## src/rtl/mem_arb_pkg.sv

```systemverilog
// Shared types and constants for the memory port arbiter: FSM state encoding,
// owner identifiers and default widths.
package mem_arb_pkg;

    localparam int DEF_ADDR_W = 9;
    localparam int DEF_DATA_W = 32;
    localparam int DEF_RD_LAT = 1;

    localparam logic OWN_CORE = 1'b0;
    localparam logic OWN_LD   = 1'b1;

    typedef enum logic [1:0] {
        ST_IDLE  = 2'd0,
        ST_ISSUE = 2'd1,
        ST_WAIT  = 2'd2,
        ST_DONE  = 2'd3
    } arb_state_t;

endpackage

```

## src/rtl/mem_arb_rr.sv

```systemverilog
// Two-way round-robin pick: a lone requester wins, a tie goes to whichever
// requester did not own the previous transaction.
module mem_arb_rr
    import mem_arb_pkg::*;
(
    input  logic [1:0] req,
    input  logic       last,
    output logic       gnt_valid,
    output logic       gnt_id
);

    always_comb begin
        gnt_valid = |req;
        gnt_id    = OWN_CORE;
        case (req)
            2'b01:   gnt_id = OWN_CORE;
            2'b10:   gnt_id = OWN_LD;
            2'b11:   gnt_id = ~last;
            default: gnt_id = OWN_CORE;
        endcase
    end

endmodule

```

## src/rtl/mem_port_arbiter.sv

```systemverilog
// Serializes core and loader accesses onto one synchronous RAM with
// round-robin tie breaking and a one-cycle acknowledge per transaction.
module mem_port_arbiter
    import mem_arb_pkg::*;
#(
    parameter int ADDR_W = DEF_ADDR_W,
    parameter int DATA_W = DEF_DATA_W,
    parameter int RD_LAT = DEF_RD_LAT
) (
    input  logic              clk,
    input  logic              reset,
    input  logic              core_rd,
    input  logic              core_wr,
    input  logic [31:0]       core_addr,
    input  logic [DATA_W-1:0] core_wdata,
    output logic [DATA_W-1:0] core_rdata,
    output logic              core_ack,
    output logic              core_hold,
    input  logic              ld_req,
    input  logic              ld_we,
    input  logic [ADDR_W-1:0] ld_addr,
    input  logic [DATA_W-1:0] ld_wdata,
    output logic [DATA_W-1:0] ld_rdata,
    output logic              ld_ack,
    output logic [ADDR_W-1:0] mem_addr,
    output logic [DATA_W-1:0] mem_wdata,
    output logic              mem_we,
    output logic              mem_re,
    input  logic [DATA_W-1:0] mem_rdata,
    output logic              grant,
    output arb_state_t        dbg_state
);

    localparam int CNT_W = (RD_LAT > 1) ? $clog2(RD_LAT) : 1;
    localparam logic [CNT_W-1:0] CNT_LOAD = CNT_W'(RD_LAT - 1);

    // Handshake: each requester holds its level request until it sees its
    // one-cycle ack, and drops it in the following cycle.

    arb_state_t        state_q, state_d;
    logic              owner_q;
    logic              op_we_q;
    logic [ADDR_W-1:0] addr_q;
    logic [DATA_W-1:0] wdata_q;
    logic [DATA_W-1:0] core_rdata_q;
    logic [DATA_W-1:0] ld_rdata_q;
    logic [CNT_W-1:0]  cnt_q, cnt_d;

    logic              core_req;
    logic              gnt_valid;
    logic              gnt_id;
    logic              take;
    logic              capture;
    logic              sel_we;
    logic [ADDR_W-1:0] sel_addr;
    logic [DATA_W-1:0] sel_wdata;
    logic              addr_unused;

    assign core_req    = core_rd | core_wr;
    assign addr_unused = ^core_addr;

    mem_arb_rr u_rr (
        .req       ({ld_req, core_req}),
        .last      (owner_q),
        .gnt_valid (gnt_valid),
        .gnt_id    (gnt_id)
    );

    // Core write wins over a simultaneous core read.
    assign sel_we    = (gnt_id == OWN_LD) ? ld_we    : core_wr;
    assign sel_addr  = (gnt_id == OWN_LD) ? ld_addr  : core_addr[ADDR_W-1:0];
    assign sel_wdata = (gnt_id == OWN_LD) ? ld_wdata : core_wdata;

    always_comb begin
        state_d = state_q;
        cnt_d   = cnt_q;
        take    = 1'b0;
        capture = 1'b0;
        case (state_q)
            ST_IDLE: begin
                if (gnt_valid) begin
                    take    = 1'b1;
                    state_d = ST_ISSUE;
                end
            end
            ST_ISSUE: begin
                if (op_we_q) begin
                    state_d = ST_DONE;
                end else begin
                    cnt_d   = CNT_LOAD;
                    state_d = ST_WAIT;
                end
            end
            ST_WAIT: begin
                if (cnt_q == '0) begin
                    capture = 1'b1;
                    state_d = ST_DONE;
                end else begin
                    cnt_d = cnt_q - 1'b1;
                end
            end
            ST_DONE: begin
                state_d = ST_IDLE;
            end
            default: begin
                state_d = ST_IDLE;
            end
        endcase
    end

    // Owner resets to the loader so the core takes the first tie.
    always_ff @(posedge clk or posedge reset) begin
        if (reset) begin
            state_q      <= ST_IDLE;
            cnt_q        <= '0;
            owner_q      <= OWN_LD;
            op_we_q      <= 1'b0;
            addr_q       <= '0;
            wdata_q      <= '0;
            core_rdata_q <= '0;
            ld_rdata_q   <= '0;
        end else begin
            state_q <= state_d;
            cnt_q   <= cnt_d;
            if (take) begin
                owner_q <= gnt_id;
                op_we_q <= sel_we;
                addr_q  <= sel_addr;
                wdata_q <= sel_wdata;
            end
            if (capture) begin
                if (owner_q == OWN_LD) begin
                    ld_rdata_q <= mem_rdata;
                end else begin
                    core_rdata_q <= mem_rdata;
                end
            end
        end
    end

    assign mem_addr   = addr_q;
    assign mem_wdata  = wdata_q;
    assign mem_we     = (state_q == ST_ISSUE) &  op_we_q;
    assign mem_re     = (state_q == ST_ISSUE) & ~op_we_q;
    assign core_ack   = (state_q == ST_DONE) & (owner_q == OWN_CORE);
    assign ld_ack     = (state_q == ST_DONE) & (owner_q == OWN_LD);
    assign core_hold  = core_req & ~core_ack;
    assign core_rdata = core_rdata_q;
    assign ld_rdata   = ld_rdata_q;
    assign grant      = owner_q;
    assign dbg_state  = state_q;

endmodule
```

## config.mk

```make
export PLATFORM = sky130hd
export DESIGN_NAME = mem_port_arbiter
export DESIGN_NICKNAME = d
export VERILOG_FILES = /design/src/rtl/mem_arb_pkg.sv /design/src/rtl/mem_arb_rr.sv /design/src/rtl/mem_port_arbiter.sv
export SDC_FILE = /design/constraint.sdc
export NUM_CORES = 1
export LEC_CHECK = 0
export ABC_AREA = 1
export BUFFER_PORTS_ARGS = -buffer_cell sky130_fd_sc_hd__buf_4
export CAP_MARGIN = 5
export CORE_MARGIN = 3
export CORE_UTILIZATION = 36
export DETAILED_ROUTE_END_ITERATION = 7
export GPL_TIMING_DRIVEN = 0
export PLACE_DENSITY = 0.67
export SYNTH_ARGS = -nofsm -noshare
export SYNTH_HDL_FRONTEND = slang
export SYNTH_HIERARCHICAL = 1
export SYNTH_SLANG_ARGS = --single-unit
```

## constraint.sdc

```tcl
create_clock -name clk -period 4.4 [get_ports clk]
set_clock_uncertainty 0.2 [all_clocks]
set_input_delay 0.22 -clock clk [delete_from_list [all_inputs] [get_ports clk]]
set_output_delay 0.22 -clock clk [all_outputs]
set_load 0.01 [all_outputs]
```

After elaboration in Yosys (flattened, before gate mapping):

Index checks and enable logic that the tools add are counted.

* input port bits: 143
* output and inout bits: 113
* logic and storage cells: 48
* memories: 0
* memory bits (writable): 0
* ROM bits: 0
* bits in latches: 0
* register bits after elaboration: 110

* shift operators: 0
* bitwise logic cells: 9
* equality and inequality tests: 8
* reductions and logical operators: 7
* div/mod/pow operators: 0
* add/sub/neg operators: 1
* $mul: 0
* multiplexer cells: 15
* order comparisons: 0

Operators with widths (number)
* 32-bit two-way mux: 1
* 9-bit two-way mux: 1
* 2-bit equality test (second input constant): 4
* 1-bit two-way mux: 8
* 2-bit one-hot mux with 4 select lines: 1
* 2-bit AND reduction: 4
* 2-bit != test (second input constant): 3
* 1-bit AND: 5
* 2-bit two-way mux: 2
* 1-bit one-hot mux with 2 select lines: 2
* 1-bit inverter: 3
* 2-bit by 1-bit equality test with 1-bit output (second input constant): 1
* 2-bit logical NOT: 1
* 2-bit nonzero test: 1
* 2-bit OR reduction: 1
* 1-bit bitwise OR: 1
* 1-bit subtractor (second input constant): 1

Logic depth before layout (Yosys ltp):

Gate-level depths: netlist of the first run.

* depth in word-level cells: 4
* gate-level depth with buffers: 10
* depth with buffers taken out: 8

Hierarchy:

Netlist of the first run, hierarchy kept.

By module, submodules not included
* mem_port_arbiter: seq. area each 2728.9 µm², cells each 589, area an instance 4715.8 µm², instances 1
* mem_arb_rr: seq. area each 0.0 µm², cells each 3, area an instance 15.0 µm², instances 1

Worst setup path after synthesis of the first run:

No wires, ideal clock.

* path type: register to register
* from: register state_q[0], in the netlist dbg_state[0]
* to: register addr_q[8], in the netlist mem_addr[8]
* cell stages (with the launch flop): 7
* slack: 2.845 ns
* arrival: 1.290 ns
* library setup time: 0.066 ns
* cell sequence: dfrtp_1 inv_1 ha_1 nand2_2 buf_1 nand2_1 nand2_1

* cells in the longest elaborated chain, start to end: 2

RTL lines
* start, declared: RTL line mem_port_arbiter.sv:40 `arb_state_t state_q, state_d;`
* start signal, assigned: RTL line mem_port_arbiter.sv:123 `state_q <= state_d;`
* 2-bit logical NOT: RTL line mem_port_arbiter.sv:79 `case (state_q)`
* 1-bit two-way mux: RTL line mem_port_arbiter.sv:79
* end signal, assigned: RTL line mem_port_arbiter.sv:128 `addr_q <= sel_addr;`
* end, declared: RTL line mem_port_arbiter.sv:43 `logic [ADDR_W-1:0] addr_q;`

No other way between the ends.
A chain may end at the register's enable or synchronous reset.

Worst setup path after layout of the first run:

* from: register owner_q, in the netlist grant
* to: register wdata_q[2], in the netlist mem_wdata[2]

* cells in the longest elaborated chain, start to end: 3

RTL lines
* start, declared: RTL line mem_port_arbiter.sv:41 `logic owner_q;`
* start signal, assigned: RTL line mem_port_arbiter.sv:126 `owner_q <= gnt_id;`
* 1-bit inverter (no source line)
* 1-bit one-hot mux with 2 select lines: RTL line mem_arb_rr.sv:15 `case (req)`
* via gnt_id: RTL line mem_port_arbiter.sv:51 `logic gnt_id;`
* 32-bit two-way mux: RTL line mem_port_arbiter.sv:72 `assign sel_wdata = (gnt_id == OWN_LD) ? ld_wdata : core_wdata;`
* end signal, assigned: RTL line mem_port_arbiter.sv:129 `wdata_q <= sel_wdata;`
* end, declared: RTL line mem_port_arbiter.sv:44 `logic [DATA_W-1:0] wdata_q;`

The timed path passes the listed nets, and every way through them passes these cells.

==> metrics.md, run 1 <==
| Metric | Value |
|---|---|
| Status | finished, final reports clean |
| Number of I/O port buffers | 232 |
| Fin crit share | 52.9% |
| R2R Setup Slk | 2070 ps |
| Critical path class | reg -> reg |
| Setup TNS Final | 0 ps |
| DRT antenna net count | 0 |
| Number of max-cap violations | 0 |
| Non-Filler Instances | 1,130 |
| CP startpoint | grant |
| Pre-CTS WS | 2600 ps |
| Hold endpoint | grant |
| Initial antenna violation count | 0 |
| Most frequent CP cell | nand2_1 |
| Peak VDD IR | 0.244 mV |
| Routed wire length per instance | 13.8 µm |
| First-pass GRT wire length | 25,000 µm |
| Static Leak | 4.57 nW |
| Die Ht | 121 µm |
| Largest net degree at the start of global routing | 61 |
| Standard-cell rows | 41 |
| Share of cells above drive strength 1 | 29.3% |
| Drt pass-1 iters | 4 |
| Detailed Route WL | 15,600 µm |
| Fin worst setup slack | 2070 ps |
| # IOs | 256 |
| Reg-to-Reg End | mem_wdata[2] |
| Fmax | 429 MHz |
| Worst Path Max Fanout | 10 |
| Drc violations | 0 |
| CP endpoint kind | register |
| Hpwl dp | 10,800 µm |
| # Post-CTS Setup Buffers | 0 |
| Least-Margin Pin Slew | 634 ps |
| CTS H-tree depth | 3 |
| ANT cells | 0 |
| Worst-skew pair later-pin latency | 340 ps |
| Cell variety after synth | 15 |
| Mean Syn Cell Area | 7.99 µm² |
| Critical-path top delay cell | dfstp_2 |
| Post-Syn Area | 0.00473 mm² |
| Fin. Hold Viols | 0 |
| Gpl congestion | 0.857 |
| Clk slew on worst S/H paths | 70 ps |
| R2R depth | 9 |
| CTS tree | yes |
| CTS resizes | 0 |
| Critical path launch point type | register |
| CP cell instances | a21oi_1, buf_2, inv_2, buf_4, nand2_1, nand2_1, dlygate4sd3_1, nand2_1, nand2_1 |
| Nets | 1,101 |
| Seq/Total Area, Yosys | 57.7% |
| DR vias/cell | 4.57 |
| Critical Path AT | 2410 ps |
| Gr ovfl total | 0 |
| Total GRT Usage | 21.4% |
| Reg2reg start | grant |
| Root Buffer | clkbuf_16 |
| Vias in the first global route | 5,285 |
| Power per cell area | 620 mW/mm² |
| Total CTS buffers | 9 |
| CP top delay family | buffers and inverters |
| Placed insts | 997 |
| Hold Buf Count CTS | 117 |
| Crit path depth | 9 |
| Mapped Cells | 592 |
| Core area | 0.0127 mm² |
| DIE AREA | 0.0146 mm² |
| Minimum clock period | 2330 ps |
| Syn_nets | 740 |
| Area Growth Syn to Fin | 73.1% |
| CTS Buffer Depth | 2 |
| Total Power | 0.00508 W |
| Vias | 5,163 |
| HP Start | ld_req |
| Worst path max stage delay | 620 ps |
| Starting Density | 37.2% |
| Worst slew margin | 57.7% |
| RSZ-0062 raised after global routing | false |
| Chip width | 121 µm |
| Hold depth | 5 |
| Worst path bufs/invs | 4 |
| Yosys Warn Count | 6 |
| Setup violators final | 0 |
| WP data required | 4480 ps |
| First DRT Iteration DRCs | 201 |
| Hold Crit Class | in -> reg |
| Synth Register Bits | 109 |
| Clock sink count | 109 |
| Number of max-slew violations in the final report | 0 |
how the worst max path moves through the flow:
| stage | to | slack (ps) |
|---|---|---|
| final | mem_wdata[2] | 2070 |
| after global routing | op_we_q | 1960 |
| after CTS | mem_addr[8] | 2110 |
| after detailed placement | mem_wdata[18] | 2600 |
| after global placement | core_rdata[3] | -9 |
| after floorplan | core_rdata[0] | 1110 |
tightest hold or removal path: cells and delay by family:
| family | cells | cell delay, ps |
|---|---|---|
| simple gates | 3 | 360 |
| buf+inv | 1 | 80 |
| compound gates | 1 | 60 |
per-layer routing:
metal	vias up	track usage [%]	routed length, µm
met5	-	0	0
met4	0	9.21	439
met3	37	5.24	1250
met2	233	37.2	7750
met1	2380	25.2	6180
li1	2513	-	-
synth_stat cells (all sizes together):
cell type / instances / share of area (%)
a21oi: 2 / 0.21
buf: 29 / 3.4
dfrtp: 108 / 57
dfstp: 1 / 0.56
ha: 5 / 1.3
inv: 47 / 3.7
nand2: 331 / 26
nor2: 2 / 0.16
o21ai: 66 / 7.0
or2: 1 / 0.13
metrics by stage:
step | cell area, µm² | hold WS (ps) | utilization, %
global placement | 6690 | 264 | 52.6
CTS | 8190 | 176 | 64.4
finish | 8190 | 179 | 64.4
floorplan | 4730 | 168 | -
detailed placement | 6720 | 168 | 52.8
global route | 8190 | 226 | 64.4
cell usage in the layout, fill, tap and decap left out, types with 5 or more instances in the layout:
cell type      netlist  routed
ha_1                 5       5
o21ai_0             33      33
buf_2               19      19
buf_4                7     239
o21ai_1             33      33
clkbuf_16            0       9
dfrtp_1            108     108
inv_1               44      43
dlygate4sd3_1        0     117
nand2_1            328     328
sequential cells by signal, indices dropped and copies added, names as in the netlist:
| name | flops |
|---|---|
| core_rdata | 32 |
| ld_rdata | 32 |
| mem_wdata | 32 |
| mem_addr | 9 |
| dbg_state | 2 |
| grant | 1 |
| op_we_q | 1 |
power breakdown:
group          internal [W]  switching (W)  total, W
logic               0.00119        0.00126   0.00245
clock network      0.000451       0.000373  0.000824
registers           0.00150       0.000306   0.00181
cell type report:
type | instances | area, µm²
Fill cell | 1021 | 4530
Timing Repair Buffer | 350 | 2940
Sequential cell | 109 | 2730
Multi-Input combinational cell | 407 | 1670
Clock buffer | 11 | 233
Tap cell | 172 | 215
Inverter | 47 | 179
Buffer | 29 | 159
Clock inverter | 5 | 67.6
logic make-up (layout without fill, tap and decap cells):
family                   count (synthesis)  after routing  share of synthesized area (%)
AO/OA/AOI/OAI                           68             68                           7.19
adder cells (fa/ha/maj)                  5              5                           1.32
buffers and inverters                   76            442                           7.09
flip-flops                             109            109                           57.7
AND/OR/NAND/NOR                        334            334                           26.7
No activity file was read; power rests on OpenSTA's default activity.
==> run 2: changes to the inputs <==
- ABC_AREA: 1 -> 0
- clock period: 4.4 -> 2.3 ns (I/O delays scaled with it)
==> run 2 against run 1 <==
Register-to-register slack got worse by 2000 ps. Count of clock-buffer cells in the layout increased by 2. Via count decreased by 20%. Critical path type unchanged.
==> metrics.md, run 2 <==
| Metric | Value |
|---|---|
| Status | finished, final reports clean |
| R2R depth | 6 |
| ANT cells | 0 |
| First DRT Iteration DRCs | 222 |
| Critical path launch point type | register |
| Detailed Route WL | 14,200 µm |
| # IOs | 256 |
| R2R Setup Slk | 120 ps |
| CTS H-tree depth | 3 |
| Drt pass-1 iters | 4 |
| Worst-skew pair later-pin latency | 340 ps |
| Fin. Hold Viols | 0 |
| CTS tree | yes |
| Vias in the first global route | 4,579 |
| Area Growth Syn to Fin | 73.8% |
| Mapped Cells | 347 |
| Clk slew on worst S/H paths | 70 ps |
| Sequential Area | 0.00273 mm² |
| Vias | 4,137 |
| Largest net degree at the start of global routing | 45 |
| RSZ-0062 raised after global routing | false |
| Core area | 0.0127 mm² |
| Post-synthesis adder-cell area fraction | 1.33% |
| Power per cell area | 1240 mW/mm² |
| Initial antenna violation count | 0 |
| Non-Filler Instances | 888 |
| Syn_nets | 495 |
| Least-Margin Pin Slew | 891 ps |
| Pre-CTS WS | 303 ps |
| Most common cell in the netlist | dfrtp_1 |
| Synth area leader | dfrtp_1 |
| Share of cells above drive strength 1 | 46.9% |
| Gpl congestion | 0.746 |
| Synth Register Bits | 109 |
| Hold Crit Class | in -> reg |
| DR vias/cell | 4.66 |
| Gr ovfl total | 0 |
| Fin worst setup slack | 121 ps |
| Nets | 859 |
| Routed wire length per instance | 16.0 µm |
| XOR/XNOR Fraction of Synth Area | 0% |
| Multi-input logic area | 0.00180 mm² |
| Drc violations | 0 |
| Cell variety after synth | 26 |
| DRT antenna net count | 0 |
| First-pass GRT wire length | 22,500 µm |
| Predominant post-synthesis flop cell | dfrtp_1 |
| Starting Density | 37.0% |
| DIE AREA | 0.0145 mm² |
| Critical path class | reg -> reg |
| Static Leak | 3.96 nW |
| Standard-cell rows | 41 |
| Peak VDD IR | 0.583 mV |
| Chip width | 120 µm |
| Setup violators final | 0 |
| Synth top area share | 57.4% |
| Number of max-cap violations | 0 |
| Minimum clock period | 2180 ps |
| Seq/Total Area, Yosys | 57.9% |
| Total GRT Usage | 19.6% |
| CP endpoint kind | register |
| Largest cells by area after synthesis | dfrtp_1, mux2_4, mux2i_1, mux2_2, a21oi_1 |
| Root Buffer | clkbuf_16 |
| Placed insts | 753 |
| Number of max-slew violations in the final report | 0 |
| Clock sink count | 109 |
| Mux contribution to synthesized area | 26.9% |
| Most frequent cells in the layout | buf_4, dlygate4sd3_1, dfrtp_1 |
| Synth Area in Compound Gates | 4.99% |
| Hpwl dp | 9500 µm |
| Die Ht | 120 µm |
| EDFF count, synth | 0 |
| Fmax | 459 MHz |
| Hold depth | 4 |
| Post-Syn Area | 0.00471 mm² |
| WP data required | 2320 ps |
| Post-synthesis simple-gate area fraction | 4.97% |
| Async set or reset register ratio after synthesis | 100% |
| Worst slew margin | 40.5% |
| Filler cells | 943 |
| Total CTS buffers | 9 |
| Number of I/O port buffers | 232 |
| Top cells by count, synth | dfrtp_1, a21oi_1, mux2i_1, nor2_1, mux2_2 |
| Utilization after layout | 64.3% |
| CTS Buffer Depth | 2 |
| Fin crit share | 94.7% |
| Main combinational cell family by area after synthesis | multiplexers |
| Mean Syn Cell Area | 13.6 µm² |
| Yosys Warn Count | 6 |
| Worst Path Max Fanout | 10 |
| Most common cell after layout, fill and taps aside | buf_4 |
| Critical Path AT | 2190 ps |
-- run 2: area by class of cell --
class                      instances  share of cell area (%)
clock inverter                     3                   0.245
inverter                           3                   0.183
tap                              172                    2.63
multi-input combinational        213                    21.9
sequential                       109                    33.3
clock buffer                      13                    3.18
buffer                            22                    2.23
timing repair buffer             353                    36.3
-- run 2: cells by family after synthesis --
group                      after synthesis
DFF                                    109
muxes                                  107
and+or+nand+nor                         55
AOI/OAI and AO/OA                       46
buffers and inverters                   25
adders and majority gates                5
-- run 2: routing by layer --
metal  vias to the layer above  wire (µm)  track usage, %
li1                       1920          -               -
met2                       204       7060            34.4
met3                        35       1270            5.66
met4                         0        385            8.22
met1                      1978       5460            22.4
met5                         -          0               0
-- run 2: stage by stage --
| step | setup TNS, ps | instance area, µm² | power, W | hold slack (ps) |
|---|---|---|---|---|
| floorplan | 0 | 4710 | 0.00606 | 63.5 |
| global placement | -2220 | 6670 | 0.00825 | 156 |
| detailed placement | 0 | 6710 | 0.00836 | 143 |
| CTS | 0 | 8160 | 0.0101 | 25.8 |
| global route | 0 | 8190 | 0.0108 | 66.8 |
| finish | 0 | 8190 | 0.0101 | 33.9 |
-- run 2: worst paths after layout --
kind	from	end
min in group asynchronous	reset	core_rdata[30]
max in group asynchronous	reset	core_rdata[14]
max reg2reg	grant	mem_addr[4]
min	ld_req	dbg_state[1]
min reg2reg	ld_rdata[5]	ld_rdata[5]
max	grant	mem_addr[4]
-- run 2: critical path, cell delays in order (launching register included) --
cell           delay, ps
dfstp_2              380
a21boi_1             130
clkbuf_4             220
buf_4                230
mux2i_1              240
dlygate4sd3_1        580
a21oi_1               80
-- run 2: repair_timing --
item,4_1_cts,5_1_grt
endpoints found under the setup margin,0,15
hold buffers,117,0
resized for setup,0,3
setup buffers,0,2
endpoints found under the hold margin,144,0
-- run 2: report_power, final --
part / internal [W] / switching (W)
Clock: 0.000793 / 0.000661
Sequential: 0.00292 / 0.000591
Combinational: 0.00297 / 0.00218
Total: 0.00668 / 0.00343
==> run 3: changes to the inputs <==
- CELL_PAD_IN_SITES_DETAIL_PLACEMENT: not set -> 1
- CELL_PAD_IN_SITES_GLOBAL_PLACEMENT: not set -> 1
- CORE_UTILIZATION: 36 -> 34
- PLACE_DENSITY: 0.67 -> not set
- PLACE_DENSITY_LB_ADDON: not set -> 0.1
==> run 3 against run 2 <==
Non-clock buffer count up 1. Via count rose by 0.77%. Flip-flop and latch count is the same. Core utilization decreased by 2.9 points. Power up 3.7%. Global-route usage grew 2.1 points. Die area increased by 5.6%. Cell count increased by 0.56%. Sequential power hardly changed. Count of clock-buffer cells in the layout decreased by 3. Fmax rose by 0.11%. Critical path depth did not move. Critical endpoint is now mem_wdata[6]. Largest cell class unchanged.
==> metrics.md, run 3 (same netlist as run 2, synthesis figures left out) <==
| Metric | Value |
|---|---|
| Critical path class | reg -> reg |
| Dpl cell area | 0.00672 mm² |
| Worst-skew pair later-pin latency | 350 ps |
| Int Power | 0.00680 W |
| Fmax | 459 MHz |
| Largest net degree at the start of global routing | 40 |
| Chip width | 124 µm |
| Power per cell area | 1270 mW/mm² |
| Share of cells above drive strength 1 | 47.3% |
| Clk pwr share | 15.8% |
| Number of max-cap violations | 0 |
| Combinational share of power | 50.8% |
| Clock sink count | 109 |
| DIE AREA | 0.0153 mm² |
| Most common cell after layout, fill and taps aside | buf_4 |
| Total GRT Usage | 21.8% |
| DR vias/cell | 4.67 |
| Drt pass-1 iters | 4 |
| Reg-to-Reg End | mem_wdata[6] |
| Initial antenna violation count | 0 |
| R2R depth | 6 |
| RSZ-0062 raised after global routing | false |
| Routed wire length per instance | 18.7 µm |
| Root Buffer | clkbuf_16 |
| Fin crit share | 94.6% |
| Peak VDD IR | 0.566 mV |
| Final Instance Area | 0.00823 mm² |
| Most frequent cells in the layout | buf_4, dlygate4sd3_1, dfrtp_1 |
| CTS H-tree depth | 3 |
| Hold depth | 4 |
| WP data required | 2330 ps |
| Vias | 4,169 |
| # IOs | 256 |
| CTS Buffer Depth | 2 |
| Critical Path AT | 2210 ps |
| Gpl congestion | 0.754 |
| Fin. Hold Viols | 0 |
| Psw | 0.00369 W |
| Drc violations | 0 |
| Vias in the first global route | 4,770 |
| Least-Margin Pin Slew | 822 ps |
| ANT cells | 0 |
| Critical path launch point type | register |
| Sw Ratio | 35.2% |
| Standard-cell rows | 42 |
| Core area | 0.0134 mm² |
| Minimum clock period | 2180 ps |
| Area Growth Syn to Fin | 74.8% |
| Nets | 860 |
| DRT antenna net count | 0 |
| Number of I/O port buffers | 232 |
| Worst Path Max Fanout | 10 |
| CP endpoint kind | register |
| Hpwl dp | 11,000 µm |
| Static Leak | 3.99 nW |
| Total CTS buffers | 9 |
| Reg2reg start | grant |
| First DRT Iteration DRCs | 125 |
| Clk slew on worst S/H paths | 70 ps |
| R2R Setup Slk | 120 ps |
| Starting Density | 35.1% |
| First-pass GRT wire length | 25,300 µm |
| CTS tree | yes |
| Total Power | 0.0105 W |
| Worst slew margin | 45.1% |
| Setup violators final | 0 |
| Die Ht | 124 µm |
| HP Start | ld_req |
| Seq pwr share | 33.5% |
| Detailed Route WL | 16,700 µm |
| Hold endpoint | dbg_state[1] |
| Hold Slack | 45.2 ps |
| Hold Crit Class | in -> reg |
| Gr ovfl total | 0 |
| Number of max-slew violations in the final report | 0 |
| Utilization after layout | 61.4% |
| Status | finished, final reports clean |
[run 3: cell types whose count changed in the layout (fill, tap and decap cells not counted)]
cell,change
clkbuf_1,-2
clkbuf_8,-1
bufinv_16,+1
clkinv_4,+2
inv_6,+2
clkbuf_4,-1
buf_4,+2
clkinv_2,-1
inv_8,+1
clkinvlp_4,-2
[run 3: critical path, stage by stage (launching register included)]
cell and delay [ps]:
dfstp_2 560, a21boi_1 70, buf_4 170, buf_6 160
mux2i_1 190, dlygate4sd3_1 630, a21oi_1 80
[run 3: timing repair]
action | 4_1_cts | 5_1_grt
buffers inserted | 0 | 3
endpoints found under the hold margin | 137 | 0
gates resized for setup | 0 | 4
setup endpoints to repair | 0 | 36
hold buffers | 117 | 0
[run 3: worst max path at each step]
stage / from / end
finish: grant / mem_wdata[6]
global route: grant / mem_wdata[6]
CTS: grant / mem_wdata[26]
detailed placement: dbg_state[0] / ld_rdata[4]
global placement: reset / core_rdata[20]
floorplan: dbg_state[0] / ld_rdata[0]
[run 3: cell type report]
cell class	count	area (µm²)
Buffer	22	183
Clock buffer	10	239
Clock inverter	6	76.3
Fill cell	1388	5170
Inverter	3	15.0
Multi-Input combinational cell	213	1800
Sequential cell	109	2730
Tap cell	176	220
Timing Repair Buffer	354	2980
[run 3: metal layers]
metal | up-vias | share of wire [%] | wire length [µm] | GRT usage (%)
met1 | 2055 | 37 | 6160 | 23.3
met5 | - | 0 | 0 | 0
li1 | 1921 | - | - | -
met2 | 168 | 53 | 8930 | 40.2
met4 | 0 | 2.2 | 372 | 8.44
met3 | 25 | 7.5 | 1250 | 6.31
[run 3: through the flow]
stage                     setup WS (ps)  instances  TNS, ps
after global routing               12.8        893        0
after detailed placement            295        757        0
after floorplan                     560        347        0
after CTS                          64.6        890        0
after global placement             -118        755   -11810
final                               124        893        0
[run 3: power by group through the flow]
stage          clock network [W]  registers [W]  logic [W]
2_1_floorplan                  0        0.00389    0.00216
3_3_place_gp                   0        0.00345    0.00482
3_5_place_dp                   0        0.00352    0.00496
4_1_cts                  0.00170        0.00350    0.00526
5_1_grt                  0.00177        0.00364    0.00573
6_report                 0.00165        0.00351    0.00532
